--- src/rtl/cam_pixel_packer.sv ---
// Capture-path packer: drains the 10-bit capture FIFO, pairs bytes into RGB565
// pixels and writes them with linear addresses into the frame buffer.
module cam_pixel_packer #(
  parameter int H_PIX   = 160,
  parameter int V_LINES = 120,
  parameter int ADDR_W  = 15
) (
  input  logic              clk,
  input  logic              rst,
  input  logic              capture,
  input  logic              sof,
  input  logic              fifo_empty,
  input  logic [9:0]        fifo_data,
  output logic              fifo_rd,
  output logic              pix_we,
  output logic [ADDR_W-1:0] pix_addr,
  output logic [15:0]       pix_data,
  output logic              frame_done,
  output logic              busy,
  output logic              sync_err,
  output logic [1:0]        state_dbg
);

  localparam int X_W   = (H_PIX > 1) ? $clog2(H_PIX) : 1;
  localparam int Y_W   = (V_LINES > 1) ? $clog2(V_LINES) : 1;
  localparam int BYTES = 2 * H_PIX * V_LINES;
  localparam int CNT_W = $clog2(BYTES + 1);

  localparam logic [X_W-1:0]   X_LAST    = X_W'(H_PIX - 1);
  localparam logic [Y_W-1:0]   Y_LAST    = Y_W'(V_LINES - 1);
  localparam logic [CNT_W-1:0] BYTES_CNT = CNT_W'(BYTES);

  typedef enum logic [1:0] {
    S_IDLE     = 2'd0,
    S_WAIT_SOF = 2'd1,
    S_RUN      = 2'd2,
    S_DONE     = 2'd3
  } state_t;

  state_t             state_q, state_d;
  logic [X_W-1:0]     x_q;
  logic [Y_W-1:0]     y_q;
  logic [ADDR_W-1:0]  addr_q;
  logic               phase_q;
  logic [7:0]         hi_q;
  logic               rd_valid_q;
  logic [CNT_W-1:0]   rd_cnt_q, rd_cnt_d;

  logic run_live, word_ok, word_bad, emit, last_pix, last_byte_read;
  logic unused_vsyn;

  // Handshake: fifo_rd is a request strobe; the FIFO presents the word one
  // cycle later, tracked by rd_valid_q. Only words requested while running
  // are ever turned into pixels; everything else is drained and dropped.
  assign unused_vsyn    = fifo_data[0];
  assign run_live       = (state_q == S_RUN) && capture;
  assign word_ok        = run_live && rd_valid_q && fifo_data[1];
  assign word_bad       = run_live && rd_valid_q && !fifo_data[1];
  assign emit           = word_ok && phase_q;
  assign last_pix       = (x_q == X_LAST) && (y_q == Y_LAST);
  assign last_byte_read = (rd_cnt_q == BYTES_CNT);
  assign busy           = (state_q == S_WAIT_SOF) || (state_q == S_RUN);
  assign state_dbg      = state_q;

  // Dropped Href-low words give their request slot back, so a frame with
  // glitches still fetches enough good bytes to complete.
  always_comb begin
    rd_cnt_d = rd_cnt_q;
    if (fifo_rd && !word_bad) rd_cnt_d = rd_cnt_q + CNT_W'(1);
    else if (!fifo_rd && word_bad) rd_cnt_d = rd_cnt_q - CNT_W'(1);
  end

  always_comb begin
    state_d = state_q;
    fifo_rd = 1'b0;
    case (state_q)
      S_IDLE: begin
        fifo_rd = !fifo_empty;
        if (capture) state_d = S_WAIT_SOF;
      end
      S_WAIT_SOF: begin
        fifo_rd = !fifo_empty;
        if (!capture) state_d = S_IDLE;
        else if (sof) state_d = S_RUN;
      end
      S_RUN: begin
        fifo_rd = !fifo_empty && !last_byte_read;
        if (!capture) state_d = S_IDLE;
        else if (!sof && emit && last_pix) state_d = S_DONE;
      end
      S_DONE: begin
        state_d = capture ? S_WAIT_SOF : S_IDLE;
      end
      default: state_d = S_IDLE;
    endcase
    if (!rst) fifo_rd = 1'b0;
  end

  always_ff @(posedge clk) begin
    if (!rst) begin
      state_q    <= S_IDLE;
      x_q        <= '0;
      y_q        <= '0;
      addr_q     <= '0;
      phase_q    <= 1'b0;
      hi_q       <= '0;
      rd_valid_q <= 1'b0;
      rd_cnt_q   <= '0;
      pix_we     <= 1'b0;
      pix_addr   <= '0;
      pix_data   <= '0;
      frame_done <= 1'b0;
      sync_err   <= 1'b0;
    end else begin
      state_q    <= state_d;
      pix_we     <= 1'b0;
      frame_done <= (state_q == S_DONE);
      rd_valid_q <= fifo_rd && run_live;

      if ((state_q == S_WAIT_SOF) && capture && sof) begin
        x_q      <= '0;
        y_q      <= '0;
        addr_q   <= '0;
        phase_q  <= 1'b0;
        rd_cnt_q <= '0;
        sync_err <= 1'b0;
      end

      if (run_live) begin
        rd_cnt_q <= rd_cnt_d;
        if (word_bad) sync_err <= 1'b1;
        if (word_ok) begin
          if (!phase_q) begin
            hi_q    <= fifo_data[9:2];
            phase_q <= 1'b1;
          end else begin
            pix_we   <= 1'b1;
            pix_addr <= addr_q;
            pix_data <= {hi_q, fifo_data[9:2]};
            addr_q   <= addr_q + ADDR_W'(1);
            phase_q  <= 1'b0;
            if (x_q == X_LAST) begin
              x_q <= '0;
              y_q <= (y_q == Y_LAST) ? '0 : y_q + Y_W'(1);
            end else begin
              x_q <= x_q + X_W'(1);
            end
          end
        end
        // Short frame: restart geometry, but a pixel completing this cycle
        // has already been written above at its old address.
        if (sof) begin
          sync_err <= 1'b1;
          x_q      <= '0;
          y_q      <= '0;
          addr_q   <= '0;
          phase_q  <= 1'b0;
          rd_cnt_q <= {{(CNT_W-1){1'b0}}, fifo_rd};
        end
      end
    end
  end

endmodule

--- config.mk ---
export PLATFORM = sky130hd
export DESIGN_NAME = cam_pixel_packer
export DESIGN_NICKNAME = d
export VERILOG_FILES = /design/src/rtl/cam_pixel_packer.sv
export SDC_FILE = /design/constraint.sdc
export NUM_CORES = 1
export LEC_CHECK = 0
export ABC_AREA = 0
export CORE_MARGIN = 5
export CORE_UTILIZATION = 34
export CTS_CLUSTER_SIZE = 25
export DETAILED_ROUTE_END_ITERATION = 7
export SKIP_LAST_GASP = 1
export SYNTH_ARGS = -nofsm -noshare
export SYNTH_HDL_FRONTEND = slang
export SYNTH_SLANG_ARGS = --single-unit
--- constraint.sdc ---
create_clock -name clk -period 4.25 [get_ports clk]
set_input_delay 0.85 -clock clk [delete_from_list [all_inputs] [get_ports clk]]
set_output_delay 0.85 -clock clk [all_outputs]
set_load 0.01 [all_outputs]
Yosys cells after proc, flatten, opt, wreduce, memory -nomap -nowiden
Cells that the tools add are included.
- add/subtract/negate cells: 5
- equal/unequal tests: 10
- multiplexer cells: 42
- bitwise gates (word level): 1
- reductions and logical operators: 29
- operators by type and width (kind ; count):
    16-bit two-way mux ; 5
    15-bit two-way mux ; 5
    7-bit two-way mux ; 7
    8-bit two-way mux ; 6
    16-bit by 1-bit adder with 16-bit output, second input constant ; 1
    16-bit == test, second input constant ; 1
    16-bit by 1-bit subtractor with 16-bit output, second input constant ; 1
    15-bit by 1-bit adder with 15-bit output, second input constant ; 1
    1-bit logical AND ; 14
    1-bit two-way mux ; 12
    3-bit AND reduction ; 4
    2-bit two-way mux ; 5
    8-bit by 1-bit adder with 8-bit output, second input constant ; 1
    8-bit == test, second input constant ; 1
    2-bit one-hot mux with 4 select lines ; 1
    7-bit by 1-bit adder with 7-bit output, second input constant ; 1
    7-bit == test, second input constant ; 1
    1-bit logical NOT ; 6
    2-bit == test, second input constant ; 2
    4-bit by 2-bit inequality test with 1-bit output, second input constant ; 1
    3-bit by 2-bit inequality test with 1-bit output, second input constant ; 1
    3-bit inequality test, second input constant ; 1
    2-bit by 1-bit == test with 1-bit output, second input constant ; 1
    2-bit logical NOT ; 1
    other kinds (7) ; 7
- bits in registers: 92
- logic and storage cells: 100

Longest topological paths before layout
Gate-level depths: netlist of the first run.
- word-level depth: 11
- mapped depth: 16
- gate-level depth less buffers: 15

Least setup slack after synthesis of the first run
OpenSTA, ideal clock, no wires.
- path kind: reg-to-reg
- from: reg state_q[1], in the netlist state_dbg[1]
- to: reg rd_cnt_q[15]
- library setup time: 0.114 ns
- arrival time: 3.919 ns
- required time: 4.136 ns
- setup slack: 0.217 ns
- stages on the path, launching flop included: 15
- cell sequence: dfxtp_1 > ha_1 > inv_1 > a41oi_1 > nor3_1 > nor4_1 > ha_1 > inv_1 > ha_1 > a211o_1 > a211oi_2 > nor4b_1 > or4_4 > a31o_1 > a21o_1
- RTL lines (item ; RTL line ; source):
    start: declaration ; 40 ; state_t state_q, state_d;
    start signal: assignment ; 115 ; state_q <= state_d;
    2-bit by 1-bit == test with 1-bit output / 2-bit logical NOT (equally long branches) ; 76 ; case (state_q)
    2-bit OR reduction (no source line) ; n/a ;
    1-bit one-hot mux with 2 select lines (*) ; 76 ;
    1-bit two-way mux (*) ; 96 ; if (!rst) fifo_rd = 1'b0;
    via fifo_rd ; 14 ; output logic fifo_rd,
    1-bit logical NOT / 1-bit logical AND (equally long branches) ; 70, 69 ;
    1-bit logical AND / 16-bit two-way mux (equally long branches) ; 70, 69 ;
    4-bit by 2-bit inequality test with 1-bit output (no source line) / 16-bit two-way mux (equally long branches) ; n/a ;
    2-bit AND reduction (no source line) / 16-bit two-way mux (equally long branches) ; n/a ;
    end signal: assignment ; 130 ; rd_cnt_q <= rd_cnt_d;
    end signal: assignment ; 158 ; rd_cnt_q <= {{(CNT_W-1){1'b0}}, fifo_rd};
    end: declaration ; 47 ; logic [CNT_W-1:0] rd_cnt_q, rd_cnt_d;
Mark *: on every way through the listed nets, which the timed path passes. The rest lies on a longest branch.
A chain may end at the register's enable or synchronous reset.

Final worst setup path of the first run
- from: in rst
- to: reg rd_cnt_q[15]
- longest elaborated chain between the ends: 5
- RTL lines (item ; RTL line ; source):
    start: declaration ; 9 ; input logic rst,
    1-bit two-way mux ; 96 ;
    1-bit logical NOT / 1-bit logical AND (equally long branches) ; 70, 69 ;
    1-bit logical AND / 16-bit two-way mux (equally long branches) ; 70, 69 ;
    4-bit by 2-bit inequality test with 1-bit output (no source line) / 16-bit two-way mux (equally long branches) ; n/a ;
    2-bit AND reduction (no source line) / 16-bit two-way mux (equally long branches) ; n/a ;
Parallel ways exist; a longest one is shown, timed or not.

==> results of run 1 <==
layout make-up:
class,instances,area (um2)
clock buffers,10,229.0
clock inverters,6,118.9
fillers,1413,7900
inverters,9,33.78
multi-input cells,463,2703
flip-flops and latches,92,1842
well taps,180,225.2
repair buffers,72,668.1
layout by cell type, fill, tap and decap left out, types with 3 or more instances in the layout:
cell               n
nand4_1            7
a21o_2             3
xnor2_1            5
nand2b_1           4
o21a_1             3
a22oi_1            8
clkdlybuf4s50_1   51
bufinv_16          3
ha_1              24
and3_1             4
and2_1             8
a211oi_1           4
nor2_1            46
nor4_1             7
a311oi_1           4
a31oi_1            5
a21oi_1           77
nand3b_1           5
a21o_1             7
dfxtp_1           92
o21ai_0           32
nor3_1            10
clkbuf_16          9
nand3_1           18
nor2b_1            3
nand2_1          115
inv_1              8
nor3b_1            5
buf_4             21
xor2_1             6
worst max-delay path: stages:
cell             delay [ns]
clkdlybuf4s50_1        0.52
inv_2                  0.05
nor4_1                 0.33
ha_1                   0.24
inv_1                  0.21
ha_1                   0.36
a211o_1                0.33
a211oi_2               0.27
nor4b_1                0.11
or4_4                  0.49
a31o_1                 0.21
a21o_1                 0.16
power breakdown:
group	switching, mW	internal [mW]	total [mW]
Clock	0.344	0.584	0.928
Sequential	0.00279	0.863	0.866
Combinational	0.0873	0.0650	0.152
timing repair:
item                       in CTS  in global routing
setup endpoints to repair       0                  1
hold buffers                    0                  0
setup buffers                   0                  0
resized for setup               0                  1
layer usage:
layer | global-route usage [%] | share of wire [%] | vias to the layer above
met4 | 5.300 | 1.2 | 0
met2 | 23.85 | 46 | 92
met3 | 2.550 | 5.1 | 9
met1 | 20.21 | 48 | 2117
li1 | - | - | 2230
met5 | 0 | 0 | -
state kept, by name, indices dropped and copies added, names as in the netlist:
register and cells:
y_q 7, hi_q 8, sync_err 1, pix_we 1, pix_data 16, phase_q 1
x_q 8, state_dbg 2, addr_q 15, rd_valid_q 1, rd_cnt_q 16, frame_done 1
pix_addr 15
worst max-delay path by stage:
stage / from / endpoint / slack, ns
floorplan: state_dbg[1]$_SDFFE_PN0P_ / rd_cnt_q[15]$_SDFFE_PN0P_ / 0.22
global placement: rst / rd_cnt_q[15]$_SDFFE_PN0P_ / 0.03
detailed placement: rst / rd_cnt_q[15]$_SDFFE_PN0P_ / -0.08
CTS: rst / rd_cnt_q[15]$_SDFFE_PN0P_ / 0.27
global route: state_dbg[0]$_SDFFE_PN0P_ / rd_cnt_q[15]$_SDFFE_PN0P_ / 0.04
finish: rst / rd_cnt_q[15]$_SDFFE_PN0P_ / 0.33
kinds of logic after synthesis:
family	share of synthesized area, %
AO/OA/AOI/OAI	22.47
multiplexers	0.6937
flip-flops	39.27
adder cells (fa/ha/maj)	6.830
XOR/XNOR	2.054
AND/OR/NAND/NOR	25.53
buffers and inverters	3.148
per-stage QoR:
stage,instance area (um2),hold WS (ns),setup TNS (ns)
detailed placement,5472,0.4434,-0.08055
finish,5819,0.4509,0
floorplan,4690,0.4321,0
global route,5819,0.4812,0
global placement,5472,0.4417,0
CTS,5819,0.4525,0
==> results by group, run 1 <==
STA
  • Slew HR: 46.71%
  • Skew final: roughly 0.0082 ns
  • Tmin final: approximately 3.9 ns
  • RSZ-0062 raised after global routing: false
  • Final period util: about 90%
  • Final hold vios: 0
  • Final setup violation count: 0
  • Worst-margin pin slew: 0.7994 ns
  • Fmax achieved: 255.4 MHz
  • Fin worst setup slack: 0.3347 ns
  • Slew Viols, Final: 0

Die
  • # IOs: 53
  • Die area: between 0.015 and 0.02 mm2
  • Die width: 127.4 um
  • Row count: 43
  • Initial Util: between 30% and 40%
  • Die Y-Extent: about 130 um
  • CORE AREA: around 0.014 mm2

Clocking
  • Clock Latency Late Sink: between 0.3 and 0.4 ns
  • CTS tree: built
  • Maximum clock path buffer count: 2
  • Worst-path clk slew: roughly 0.06 ns
  • CTS sink count: between 90 and 100
  • Inserted Clock Buffers: 9
  • Cell at the root of the clock tree: clkbuf_16
  • H-tree levels: 3

Cells and area
  • Nets@finish: approximately 700
  • Final cell count without fillers: roughly 830
  • N_diodes: 0
  • Fraction of layout cells with a size suffix above 1: under 10%
  • Area Overhead vs Synth: 24.09%
  • Util after Layout: ~42%

Job
  • Max-Cap Viols: 0

Worst setup path
  • Critical R2R Capture: rd_cnt_q[15]$_SDFFE_PN0P_
  • Data required time at the worst endpoint: about 4.5 ns
  • RR Startpoint: state_dbg[1]$_SDFFE_PN0P_
  • Crit path arrival time: between 4 and 5 ns
  • Startpoint Class: input pin
  • R2r setup slk: between 0.3 and 0.4 ns
  • CP Capture Type: flip-flop
  • Critical path type: in -> reg
  • Worst reg2reg path depth: 14
  • CP Max Fanout: 10

Synth
  • Asr flop ratio synth: 0%
  • Most common flop cell mapped by yosys: dfxtp_1
  • Yosys top cell by area: dfxtp_1
  • Post-synthesis sequential area ratio: 39.27%
  • Cells after synthesis: slightly below 600
  • Syn Nets: 630
  • Most numerous cell in the Yosys netlist: nand2_1
  • Avg Inst Size Synth: 7.948 um2
  • Mapped Area: between 0.004 and 0.005 mm2
  • Most common library cells after synthesis: 115 x nand2_1, 92 x dfxtp_1, 77 x a21oi_1
  • Warnings from Yosys: 0
  • Seq cells post-synth: slightly above 90
  • Number of synthesized flops with an enable pin: 0
  • Post-synth cell types: 67
  • Post-synth top area share: 39.27%
  • Synth area leaders: dfxtp_1 39%, nand2_1 9.2%, a21oi_1 8.2%

Routing
  • Detailed Route WL: approximately 12 mm
  • ANT nets after route: 0
  • DR vias/cell: 5.346
  • Initial drt markers: 304
  • Post-route DRC: 0
  • Routed wire per std cell: approximately 14 um
  • Vias post-DR: 4,448
  • Pre-antenna DRT Iters: 5

Placed design
  • DP HPWL: approximately 8.6 mm
  • Place WS: -0.08055 ns
  • Inst Count DP: around 820
  • GPL Wtd Cong: around 0.83
  • I/O Buffers: 51

Power
  • Tot Pwr: between 1.5 and 2 mW
  • VDD IR max: between 0.15 and 0.2 mV
  • Lkg Pwr: slightly above 2 nW
  • Pwr/cell area: 334.5 mW/mm2

Global routing
  • Vias in the first global route: between 4k and 5k
  • First-pass GRT wire length: 20.16 mm
  • Largest net degree at the start of global routing: 75
  • Number of antenna violations at the first check in global routing: 0
  • Congestion Overflow GR: 0
  • GR Util All Layers: around 15%

Hold path
  • Hold endpoint: pix_data[9]$_SDFFE_PN0P_
  • Worst hold start: hi_q[1]$_SDFFE_PN0P_
  • HP Class: reg -> reg
  • Hold depth: 2

Status
  • Status: completed
(Power assumes the default switching activity.)
==> inputs of run 2 (changes only) <==
--- a/config.mk
+++ b/config.mk
@@ -6,7 +6,8 @@
 export NUM_CORES = 1
 export LEC_CHECK = 0
 export ABC_AREA = 0
-export CORE_MARGIN = 5
+export CORE_ASPECT_RATIO = 1.4
+export CORE_MARGIN = 1.5
 export CORE_UTILIZATION = 34
 export CTS_CLUSTER_SIZE = 25
 export DETAILED_ROUTE_END_ITERATION = 7
==> run 2 against run 1 <==
  * Clock power decreased by 4.4%
  * Clock-buffer cell count increased by 1
  * Utilization increased by 0.78 points
  * Total power decreased by 2.1%
  * Design area decreased by 0.15%
  * Largest cell class unchanged
==> results by group, run 2 (synthesis gave the netlist of run 1 again) <==
Status
  • Status: completed

Cells and area
  • Fraction of layout cells with a size suffix above 1: 8.896% (+0.15 points)
  • Commonest non-fill, non-tap cells in the layout: 115 x nand2_1, 92 x dfxtp_1, 77 x a21oi_1, 51 x clkdlybuf4s50_1, 46 x nor2_1
  • Area Overhead vs Synth: 23.91%
  • Biggest registers after layout: pix_data: 16 flops, rd_cnt_q: 16 flops
  • Nets@finish: 687 (unchanged)
  • N_diodes: 0 (unchanged)
  • Final cell count without fillers: 834 (+0.24%)
  • Commonest non-fill, non-tap cell in the layout: nand2_1

Global routing
  • Congestion Overflow GR: 0 (unchanged)
  • GR Util All Layers: 16.95% (+2.1 points)
  • Vias in the first global route: 4,252 (+1.5%)
  • First-pass GRT wire length: 19.73 mm (-2.2%)
  • Largest net degree at the start of global routing: 75 (unchanged)
  • Number of antenna violations at the first check in global routing: 0 (unchanged)

STA
  • Final period util: 91.30% (-0.82 points)
  • Slew HR: 47.22% (+0.51 points)
  • Skew final: 0.007207 ns (-0.0009786 ns)
  • Fmax achieved: 257.7 MHz (+0.90%)
  • Tmin final: 3.880 ns (-0.03506 ns)
  • RSZ-0062 raised after global routing: false
  • Worst-margin pin slew: 0.7917 ns (-0.007676 ns)
  • Setup TNS: 0 ns (unchanged)
  • Slew Viols, Final: 0 (unchanged)
  • Final setup violation count: 0 (unchanged)
  • Final hold vios: 0 (unchanged)

Die
  • # IOs: 53 (unchanged)
  • Row count: 50 (+16%)
  • Die Y-Extent: 142.0 um (+11%)
  • Initial Util: 34.87% (+0.68 points)
  • Die area: 0.01452 mm2 (-11%)
  • CORE AREA: 0.01345 mm2 (-2.0%)
  • Die width: 102.3 um (-20%)

Placed design
  • Inst Count DP: 818 (+0.25%)
  • DP HPWL: 8.325 mm (-3.1%)
  • I/O Buffers: 51 (unchanged)
  • GPL Wtd Cong: 0.9158 (+10%)

Clocking
  • Cell at the root of the clock tree: clkbuf_16
  • CTS tree: built
  • CTS resizes: 0 (unchanged)
  • CTS sink count: 92 (unchanged)
  • Postcts setup bufs: 0 (unchanged)
  • Inserted Clock Buffers: 9 (unchanged)
  • Worst-path clk slew: 0.06 ns (about the same)
  • Maximum clock path buffer count: 2 (unchanged)
  • Clock Latency Late Sink: 0.35 ns (about the same)
  • CTS Hold Bufs: 0 (unchanged)
  • H-tree levels: 3 (unchanged)

Worst setup path
  • Worst reg2reg path depth: 15 (+1)
  • Data required time at the worst endpoint: 4.49 ns (about the same)
  • CP Max Fanout: 9 (-1)
  • Critical path type: reg -> reg
  • Startpoint Class: flip-flop
  • Crit path arrival time: 4.12 ns (-0.03 ns)
  • CP Capture Type: flip-flop

Power
  • Flop pwr share: 45.5% (+1.0 points)
  • VDD IR max: 0.2057 mV (+33%)
  • Tot Pwr: 1.905 mW (-2.1%)
  • Sw Pwr: 0.4275 mW (-1.6%)
  • Int Pwr: 1.477 mW (-2.3%)
  • Lkg Pwr: 2.065 nW (-0.56%)
  • Clock share of power: 46.6% (-1.1 points)
  • Pwr/cell area: 327.8 mW/mm2 (-2.0%)
  • Combinational share of power: 8.0% (+0.2 points)
  • Net Sw Frac: 22.44% (+0.13 points)

Hold path
  • HP Class: reg -> reg
  • Hold depth: 2 (unchanged)

Routing
  • Initial drt markers: 188 (-38%)
  • Pre-antenna DRT Iters: 4 (-1)
  • Detailed Route WL: 11.80 mm (-1.6%)
  • DR vias/cell: 5.332 (-0.26%)
  • ANT nets after route: 0 (unchanged)
  • Routed wire per std cell: 14.15 um (-1.9%)
  • Post-route DRC: 0 (unchanged)
  • Vias post-DR: 4,447 (-0.022%)

Job
  • Max-Cap Viols: 0 (unchanged)
-- run 2: area by class of cell --
type / count / area [um2]
Fill cell: 1366 / 7640
Multi-Input combinational cell: 463 / 2703
Sequential cell: 92 / 1842
Timing Repair Buffer: 72 / 668.1
Clock buffer: 11 / 252.7
Tap cell: 182 / 227.7
Clock inverter: 5 / 83.83
Inverter: 9 / 33.78
-- run 2: routing by layer --
metal  global-route usage, %  up-vias  wire length (um)
met1                   19.84     2093              5228
met3                   2.800       18               439
met2                   30.08      105              5864
met5                       0        -                 0
li1                        -     2231                 -
met4                   7.066        0               265
-- run 2: per-stage QoR --
step	hold slack (ns)	setup slack, ns	util, %	cell area [um2]
after detailed placement	0.4447	0.03837	40.70	5474
final	0.4519	0.3698	43.20	5811
after CTS	0.4545	0.3939	43.20	5811
after floorplan	0.4321	0.2168	-	4690
after global placement	0.4351	0.1081	40.70	5474
after global routing	0.4686	0.04454	43.20	5811
-- run 2: worst max-delay path, stage by stage (launching register included) --
cell and delay [ns]:
dfxtp_1 0.42, ha_1 0.28, inv_1 0.13, a41oi_1 0.20
nor3_1 0.07, nor4_1 0.30, ha_1 0.25, inv_1 0.17
buf_4 0.22, ha_1 0.35, a21oi_1 0.23, a21oi_1 0.10
a32o_1 0.23, or4_4 0.42, a31o_1 0.22, a21o_1 0.17
-- run 2: final timing paths --
check	startpoint	endpoint	slack, ns
min	hi_q[5]$_SDFFE_PN0P_	pix_data[13]$_SDFFE_PN0P_	0.45
max	state_dbg[1]$_SDFFE_PN0P_	rd_cnt_q[15]$_SDFFE_PN0P_	0.37
max reg2reg	state_dbg[1]$_SDFFE_PN0P_	rd_cnt_q[15]$_SDFFE_PN0P_	0.37
min reg2reg	hi_q[5]$_SDFFE_PN0P_	pix_data[13]$_SDFFE_PN0P_	0.45
-- run 2: power groups by stage --
stage | Combinational, mW | Clock [mW] | Sequential [mW]
2_1_floorplan | 0.0936 | 0 | 0.886
3_3_place_gp | 0.149 | 0 | 0.886
3_5_place_dp | 0.150 | 0 | 0.886
4_1_cts | 0.152 | 0.914 | 0.866
5_1_grt | 0.166 | 0.953 | 0.866
6_report | 0.152 | 0.887 | 0.866
==> inputs of run 3 (changes only) <==
--- a/config.mk
+++ b/config.mk
@@ -9,7 +9,6 @@
 export CORE_ASPECT_RATIO = 1.4
 export CORE_MARGIN = 1.5
 export CORE_UTILIZATION = 34
-export CTS_CLUSTER_SIZE = 25
 export DETAILED_ROUTE_END_ITERATION = 7
 export SKIP_LAST_GASP = 1
 export SYNTH_ARGS = -nofsm -noshare
==> results of run 3 <==
Final layout, timing and power as in run 2 (identical DEF).
